`config.mk`:
```
export PLATFORM = sky130hd
export DESIGN_NAME = if_fetch_ctrl_flat
export DESIGN_NICKNAME = d
export VERILOG_FILES = /design/src/rtl/if_fetch_ctrl_if.sv /design/src/rtl/if_fetch_ctrl.sv /design/src/flat_wrapper.sv
export SDC_FILE = /design/constraint.sdc
export NUM_CORES = 1
export LEC_CHECK = 0
export BUFFER_PORTS_ARGS = -buffer_cell sky130_fd_sc_hd__buf_2
export CAP_MARGIN = 20
export CORE_MARGIN = 8
export CORE_UTILIZATION = 47
export DETAILED_ROUTE_END_ITERATION = 8
export GPL_TIMING_DRIVEN = 0
export PLACE_DENSITY = 0.89
export SYNTH_ARGS = -nofsm -noshare
export SYNTH_HDL_FRONTEND = slang
export SYNTH_SLANG_ARGS = --single-unit
```
`constraint.sdc`:
```
create_clock -name clk -period 3.6 [get_ports clk]
set_input_delay 0.36 -clock clk [delete_from_list [all_inputs] [get_ports clk]]
set_output_delay 0.36 -clock clk [all_outputs]
set_load 0.05 [all_outputs]
```
`src/rtl/if_fetch_ctrl_if.sv`:
```
// Fetch-stage bus bundle: ROM access, decode-side valid/ready output and the
// redirect (branch / flush) inputs. The fetch controller uses the master view,
// the surrounding environment (ROM, decode, trap logic) uses the slave view.
interface if_fetch_ctrl_if;
    logic        rom_ce_o;
    logic [31:0] rom_addr_o;
    logic [31:0] rom_inst_i;
    logic        id_valid_o;
    logic        id_ready_i;
    logic [31:0] id_pc_o;
    logic [31:0] id_inst_o;
    logic        branch_i;
    logic [31:0] branch_target_i;
    logic        flush_i;
    logic [31:0] flush_pc_i;

    modport master (
        output rom_ce_o, rom_addr_o, id_valid_o, id_pc_o, id_inst_o,
        input  rom_inst_i, id_ready_i, branch_i, branch_target_i, flush_i, flush_pc_i
    );

    modport slave (
        input  rom_ce_o, rom_addr_o, id_valid_o, id_pc_o, id_inst_o,
        output rom_inst_i, id_ready_i, branch_i, branch_target_i, flush_i, flush_pc_i
    );
endinterface

```
`src/rtl/if_fetch_ctrl.sv`:
```
// Instruction-fetch control stage.
// Owns the PC, drives the instruction ROM and presents {pc, inst} to decode
// through a one-entry registered valid/ready slot. Handles back-pressure,
// branch redirect, flush and a sticky halt on misaligned redirect targets.
// Optional build macro: FETCH_PERF_CNT_EN adds fetch/stall performance
// counters; without it both counter outputs are tied to zero.
//
// state | meaning
// IDLE  | one cycle after reset release, ROM disabled
// FETCH | ROM enabled at pc, capture into output slot when it is free
// HALT  | misaligned redirect target seen, nothing fetched until aligned flush
module if_fetch_ctrl #(
    parameter logic [31:0] RESET_PC = 32'h0000_0000,
    parameter int unsigned PC_STEP  = 4
) (
    input  logic           clk,
    input  logic           rst_n,
    if_fetch_ctrl_if.master bus,
    output logic           misalign_o,
    output logic [31:0]    perf_fetch_o,
    output logic [31:0]    perf_stall_o
);

    localparam logic        CHIP_ENABLE  = 1'b1;
    localparam logic        CHIP_DISABLE = 1'b0;
    localparam logic [31:0] ZERO_WORD    = 32'h0000_0000;

    typedef enum logic [1:0] {
        IDLE  = 2'd0,
        FETCH = 2'd1,
        HALT  = 2'd2
    } state_t;

    state_t      state;
    logic [31:0] pc;
    logic        id_valid;
    logic [31:0] id_pc;
    logic [31:0] id_inst;
    logic        slot_free;
    logic        in_fetch;
    logic        do_capture;

    assign slot_free  = !id_valid || bus.id_ready_i;
    assign in_fetch   = (state == FETCH);
    // Flush outranks branch, branch outranks the sequential fetch.
    assign do_capture = in_fetch && !bus.flush_i && !bus.branch_i && slot_free;

    assign bus.rom_ce_o   = in_fetch ? CHIP_ENABLE : CHIP_DISABLE;
    assign bus.rom_addr_o = pc;
    assign bus.id_valid_o = id_valid;
    assign bus.id_pc_o    = id_pc;
    assign bus.id_inst_o  = id_inst;

    // Fetch FSM, PC and output slot; redirects discard any unaccepted word.
    always_ff @(posedge clk or negedge rst_n) begin
        if (!rst_n) begin
            state      <= IDLE;
            pc         <= RESET_PC;
            id_valid   <= 1'b0;
            id_pc      <= ZERO_WORD;
            id_inst    <= ZERO_WORD;
            misalign_o <= 1'b0;
        end else if (bus.flush_i) begin
            id_valid <= 1'b0;
            pc       <= bus.flush_pc_i;
            if (bus.flush_pc_i[1:0] != 2'b00) begin
                misalign_o <= 1'b1;
                state      <= HALT;
            end else begin
                misalign_o <= 1'b0;
                state      <= FETCH;
            end
        end else begin
            case (state)
                IDLE: begin
                    state <= FETCH;
                end
                FETCH: begin
                    if (bus.branch_i) begin
                        id_valid <= 1'b0;
                        pc       <= bus.branch_target_i;
                        if (bus.branch_target_i[1:0] != 2'b00) begin
                            misalign_o <= 1'b1;
                            state      <= HALT;
                        end
                    end else if (slot_free) begin
                        id_valid <= 1'b1;
                        id_pc    <= pc;
                        id_inst  <= bus.rom_inst_i;
                        pc       <= pc + 32'(PC_STEP);
                    end
                end
                HALT: begin
                    id_valid <= 1'b0;
                end
                default: begin
                    state <= IDLE;
                end
            endcase
        end
    end

`ifdef FETCH_PERF_CNT_EN
    logic do_stall;

    assign do_stall = in_fetch && !bus.flush_i && !bus.branch_i && !slot_free;

    // Free-running performance counters, wrap at 2^32, cleared only by reset.
    always_ff @(posedge clk or negedge rst_n) begin
        if (!rst_n) begin
            perf_fetch_o <= 32'h0;
            perf_stall_o <= 32'h0;
        end else begin
            if (do_capture) begin
                perf_fetch_o <= perf_fetch_o + 32'd1;
            end
            if (do_stall) begin
                perf_stall_o <= perf_stall_o + 32'd1;
            end
        end
    end
`else
    logic unused_capture;

    assign unused_capture = do_capture;
    assign perf_fetch_o   = 32'h0;
    assign perf_stall_o   = 32'h0;
`endif

endmodule

```
`src/flat_wrapper.sv`:
```
// flat-port wrapper written by rule: the top's interface ports become plain ports
module if_fetch_ctrl_flat 
#(
    parameter logic [31:0] RESET_PC = 32'h0000_0000,
    parameter int unsigned PC_STEP  = 4
)
  (clk, rst_n, misalign_o, perf_fetch_o, perf_stall_o, bus_rom_ce_o, bus_rom_addr_o, bus_id_valid_o, bus_id_pc_o, bus_id_inst_o, bus_rom_inst_i, bus_id_ready_i, bus_branch_i, bus_branch_target_i, bus_flush_i, bus_flush_pc_i);
  if_fetch_ctrl_if bus_i ();
  input  logic clk;
  input  logic rst_n;
  output logic misalign_o;
  output logic [31:0] perf_fetch_o;
  output logic [31:0] perf_stall_o;
  output wire logic [$bits(bus_i.rom_ce_o)-1:0] bus_rom_ce_o;
  output wire logic [$bits(bus_i.rom_addr_o)-1:0] bus_rom_addr_o;
  output wire logic [$bits(bus_i.id_valid_o)-1:0] bus_id_valid_o;
  output wire logic [$bits(bus_i.id_pc_o)-1:0] bus_id_pc_o;
  output wire logic [$bits(bus_i.id_inst_o)-1:0] bus_id_inst_o;
  input wire logic [$bits(bus_i.rom_inst_i)-1:0] bus_rom_inst_i;
  input wire logic [$bits(bus_i.id_ready_i)-1:0] bus_id_ready_i;
  input wire logic [$bits(bus_i.branch_i)-1:0] bus_branch_i;
  input wire logic [$bits(bus_i.branch_target_i)-1:0] bus_branch_target_i;
  input wire logic [$bits(bus_i.flush_i)-1:0] bus_flush_i;
  input wire logic [$bits(bus_i.flush_pc_i)-1:0] bus_flush_pc_i;
  assign bus_rom_ce_o = bus_i.rom_ce_o;
  assign bus_rom_addr_o = bus_i.rom_addr_o;
  assign bus_id_valid_o = bus_i.id_valid_o;
  assign bus_id_pc_o = bus_i.id_pc_o;
  assign bus_id_inst_o = bus_i.id_inst_o;
  assign bus_i.rom_inst_i = bus_rom_inst_i;
  assign bus_i.id_ready_i = bus_id_ready_i;
  assign bus_i.branch_i = bus_branch_i;
  assign bus_i.branch_target_i = bus_branch_target_i;
  assign bus_i.flush_i = bus_flush_i;
  assign bus_i.flush_pc_i = bus_flush_pc_i;
  if_fetch_ctrl #(.RESET_PC(RESET_PC), .PC_STEP(PC_STEP)) u_core (.clk(clk), .rst_n(rst_n), .bus(bus_i), .misalign_o(misalign_o), .perf_fetch_o(perf_fetch_o), .perf_stall_o(perf_stall_o));
endmodule
```
# --- Word-level counts from Yosys, hierarchy flattened ---
# Index checks and enable logic that the tools add are counted.
# Widths: inputs -> output; s select.
classes:
  n_reduce_logical: 15
  bitwise: 2
  addsub: 1
  n_mux: 19
  n_eq_ne: 6
ops:
  columns: ["cell", "n"]
  rows:
  - ["$mux 32", 4]
  - ["$add 32x3->32 const B", 1]
  - ["$reduce_bool 2->1", 5]
  - ["$mux 1", 9]
  - ["$mux 2", 4]
  - ["$ne 3x3->1 const B", 2]
  - ["$pmux 2 s3", 1]
  - ["$reduce_and 3->1", 2]
  - ["$reduce_bool 3->1", 2]
  - ["$ne 4x3->1 const B", 1]
  - ["$reduce_and 2->1", 2]
  - ["$reduce_and 4->1", 1]
  - ["$eq 2x1->1 const B", 1]
  - ["$eq 2x2->1 const B", 1]
  - ["$logic_not 2->1", 1]
  - ["$ne 2x2->1 const B", 1]
  - ["$not 1->1", 2]
  - ["$pmux 1 s2", 1]
  - ["$logic_not 1->1", 1]
  - ["$logic_or 1x1->1", 1]
totals:
  register_bits: 100
  input_bits: 101
  out_inout_bits: 163

# --- Logic depth before layout (Yosys ltp) ---
logic_depth:
  word_depth: 6
  mapped_depth: 8
  depth_no_buf: 6

# --- Worst setup path before layout ---
# OpenSTA, ideal clock, no wires.
synth_path:
  kind: "flip-flop to flip-flop"
  start: "reg u_core.pc[2] (netlist: u_core.bus.rom_addr_o[2])"
  end: "reg u_core.pc[26] (netlist: u_core.bus.rom_addr_o[26])"
  arrival_time_ns: 2.216
  required_time_ns: 3.530
  setup_time_ns: 0.070
  synth_period_minus_slack_ns: 2.286
  stages_incl_launch_ff: 7
  slack_ns: 1.314
  path_buffers: 0
  cell_sequence: "dfrtp_1 ha_1 nand4_2 nor4_4 nand2_2 or4_1 nand3_1"
synth_via:
  elab_chain_cells: 5
synth_rtl:
  columns: ["element", "line", "text"]
  rows:
  - ["from (decl)", "if_fetch_ctrl.sv:35", "logic [31:0] pc;"]
  - ["from (signal assigned)", "if_fetch_ctrl.sv:65", "pc <= bus.flush_pc_i;"]
  - ["from (signal assigned)", "if_fetch_ctrl.sv:81", "pc <= bus.branch_target_i;"]
  - ["from (signal assigned)", "if_fetch_ctrl.sv:90", "pc <= pc + 32'(PC_STEP);"]
  - ["$add 32x3->32", "if_fetch_ctrl.sv:90", null]
  - ["$mux 32", "if_fetch_ctrl.sv:86", "end else if (slot_free) begin"]
  - ["$mux 32", "if_fetch_ctrl.sv:79", "if (bus.branch_i) begin"]
  - ["$mux 32", "if_fetch_ctrl.sv:74", "case (state)"]
  - ["$mux 32", "if_fetch_ctrl.sv:63", "end else if (bus.flush_i) begin"]
# No other way between the ends. The select of a mux whose other input is x is not followed.
# A chain may end at the register's enable or synchronous reset.

# --- Final worst setup path ---
layout_path:
  start: "reg u_core.pc[3] (netlist: u_core.bus.rom_addr_o[3])"
  end: "reg u_core.pc[26] (netlist: u_core.bus.rom_addr_o[26])"
# Same word-level chain as after synthesis.

==> results.json <==
{
  "cts_setup_buffers": 0,
  "grt_overflow": 0,
  "grt_pass1_wl_microns": 25300,
  "track_usage": 0.215,
  "dr.pass1.iters": 5,
  "io_buffers": 199,
  "cts-root-buf": "clkbuf_16",
  "p_leak_nw": 3.70,
  "grt_max_degree": 65,
  "maxCapViolCount": 0,
  "clk_pin_slew_ps": 70,
  "cpPeakStageDelay_ps": 550,
  "avgRoutedWirePerCell_microns": 18.3,
  "status": "complete, no violations",
  "final_common_cell": "buf_2",
  "grt_pass1_vias": 4878,
  "gp_congestion": 0.903,
  "synth_area_leaders": "dfrtp_1 47%, mux2_2 13%, buf_4 9.1%, o21ai_0 3.2%, a22oi_1 2.1%",
  "hold_viol_final": 0,
  "grt_antenna_before_repair": 1,
  "yosys_warnings": 0,
  "met2_usage": 0.365,
  "dieHeight_microns": 123,
  "nets": 886,
  "grt_use_met3": 0.0584,
  "detail-route-antenna-nets": 0,
  "yosys_register_bits": 100,
  "synth.top_cell.area_share": 0.467,
  "hpwl_microns": 13200,
  "fin_worst_hold_slack_ps": 234,
  "ys_async_sr_fraction": 1.00,
  "drt_iter0_drc": 342,
  "powerDensity_nw_per_um2": 714,
  "yosysUniqueCellTypes": 56,
  "final_cell_mix": "210 x buf_2, 100 x dfrtp_1, 66 x buf_4",
  "critPathSlowestCell": "nor4_4",
  "die_w_microns": 123,
  "crit_type": "reg -> reg",
  "hold_class": "in -> reg",
  "crit_path_cell_trace": "ha_1 -> nand4_2 -> nor4_4 -> nand2_2 -> or4_1 -> nand3_1",
  "cts_max_level": 3,
  "pin_count": 264,
  "n_antenna_cell": 0,
  "clock-sinks": 100,
  "crit_fanout": 7,
  "ys_seq_area_frac": 0.467,
  "wl_microns": 17000,
  "finalSetupViolations": 0,
  "start_util": 0.476,
  "coreArea_sq_um": 11300,
  "top_usage_layer": "met2",
  "tightest_slew_ps": 826,
  "cts-hold-fix-buffers": 1,
  "final_cells": 932,
  "required_ps": 3880,
  "drc": 0,
  "critPathCaptureType": "flip-flop",
  "clockBufferDepth": 2,
  "avgSynthCellArea_sq_um": 10.5,
  "finish.utilization": 0.635,
  "yosysTopAreaCell": "dfrtp_1",
  "synth_top_flop_cell": "dfrtp_1",
  "rsz0062_at_grt": "no",
  "cts_tree": "built",
  "setup_tns_ps": 0,
  "drv_slew": 0,
  "cts_buffers": 9,
  "arrival_ps": 2590,
  "max-slew-margin-rel": 0.449,
  "die-area_sq_um": 15100,
  "worst-path-buf-inv": 0,
  "grt_use_met1": 0.254,
  "fin_crit_ps": 2310,
  "clk_latency_ps": 340,
  "num_rows": 39,
  "period_share": 0.643,
  "synth-edff-count": 0,
  "dp.cells": 915,
  "drive_gt1_frac": 0.460,
  "fmax_mhz": 432,
  "viasPerCell": 5.31,
  "fill_cells": 971,
  "startpoint_type": "flip-flop",
  "num_vias": 4953,
  "crit_family": "simple AND/OR/NAND/NOR gates",
  "netlist_instances": 509,
  "cts.repair.resized": 0,
  "skew_ps": 5.38,
  "vdd_ir_drop_max_mv": 0.426,
  "syn_area_sq_um": 5360,
  "area_delta_synth_final_pct": 33.4
}
-- synthesized netlist by cell type (all sizes together) (5+ instances only) --
library cell / instances
inv: 8
mux2: 64
o21ai: 42
a22oi: 15
o31a: 6
mux2i: 5
a21oi: 20
clkbuf: 15
nor2: 31
nand4: 11
nand2: 22
buf: 80
a31oi: 10
dfrtp: 100
and3: 5
nand3: 17
-- cell families (layout without fill, tap and decap cells) --
kind of cell	after synthesis	after routing	synth area share
fa+ha+maj	1	1	0.00233
buf+inv	103	320	0.120
flops	100	100	0.467
simple gates	113	113	0.119
mux	69	69	0.144
other cells	1	64	0.000699
compound gates	122	122	0.147
-- through the flow --
| step | area (sq um) | power [mW] | setup slack, ps |
|---|---|---|---|
| after floorplan | 5600 | 3.42 | 1310 |
| after global placement | 6780 | 3.96 | 1060 |
| after detailed placement | 6810 | 4.03 | 1360 |
| after CTS | 7160 | 5.14 | 1340 |
| after global routing | 7160 | 5.31 | 1220 |
| final | 7160 | 5.11 | 1290 |
-- report_power, final --
part / total [mW] / switching, mW / internal [mW]
combinational: 2.33 / 1.74 / 0.586
clock: 1.11 / 0.428 / 0.680
sequential: 1.67 / 0.228 / 1.45
total: 5.11 / 2.40 / 2.71
-- flip-flops by register name, summed over array words and instances, names as in the netlist --
| signal | count |
|---|---|
| u_core.state | 2 |
| u_core.bus.id_valid_o | 1 |
| u_core.bus.rom_addr_o | 32 |
| u_core.bus.id_inst_o | 32 |
| u_core.misalign_o | 1 |
| u_core.bus.id_pc_o | 32 |
-- per-layer routing --
layer | up-vias | wire length [microns]
met4 | 2 | 417
met3 | 42 | 1660
met5 | - | 13
met1 | 2358 | 6260
li1 | 2282 | -
met2 | 269 | 8660
-- worst min-delay path, stage by stage --
cell     delay [ps]
buf_2            80
nand2_1          40
o21ai_0          60
-- layout make-up --
| type | count | area [sq um] | share of cell area |
|---|---|---|---|
| flip-flops and latches | 100 | 2500 | 0.350 |
| well taps | 143 | 179 | 0.0250 |
| repair buffers | 201 | 1040 | 0.145 |
| clock inverters | 6 | 113 | 0.0157 |
| clock buffers | 10 | 229 | 0.0320 |
| multi-input cells | 369 | 2450 | 0.343 |
| inverters | 8 | 30.0 | 0.00420 |
| plain buffers | 95 | 616 | 0.0860 |
-- path summary, 6_finish.rpt --
path                                              to  slack [ps]  depth (start not counted)                     start
min in group asynchronous     u_core.bus.id_pc_o[26]         520                          2                     rst_n
hold reg to reg               u_core.bus.id_pc_o[14]         490                          1    u_core.bus.id_pc_o[14]
setup reg to reg           u_core.bus.rom_addr_o[26]        1290                          6  u_core.bus.rom_addr_o[3]
hold / removal              u_core.bus.rom_addr_o[1]         230                          3         bus_flush_pc_i[1]
setup / recovery           u_core.bus.rom_addr_o[26]        1290                          6  u_core.bus.rom_addr_o[3]
max in group asynchronous     u_core.bus.id_pc_o[31]        2390                          3                     rst_n
Power figures use the tool's default switching activity.
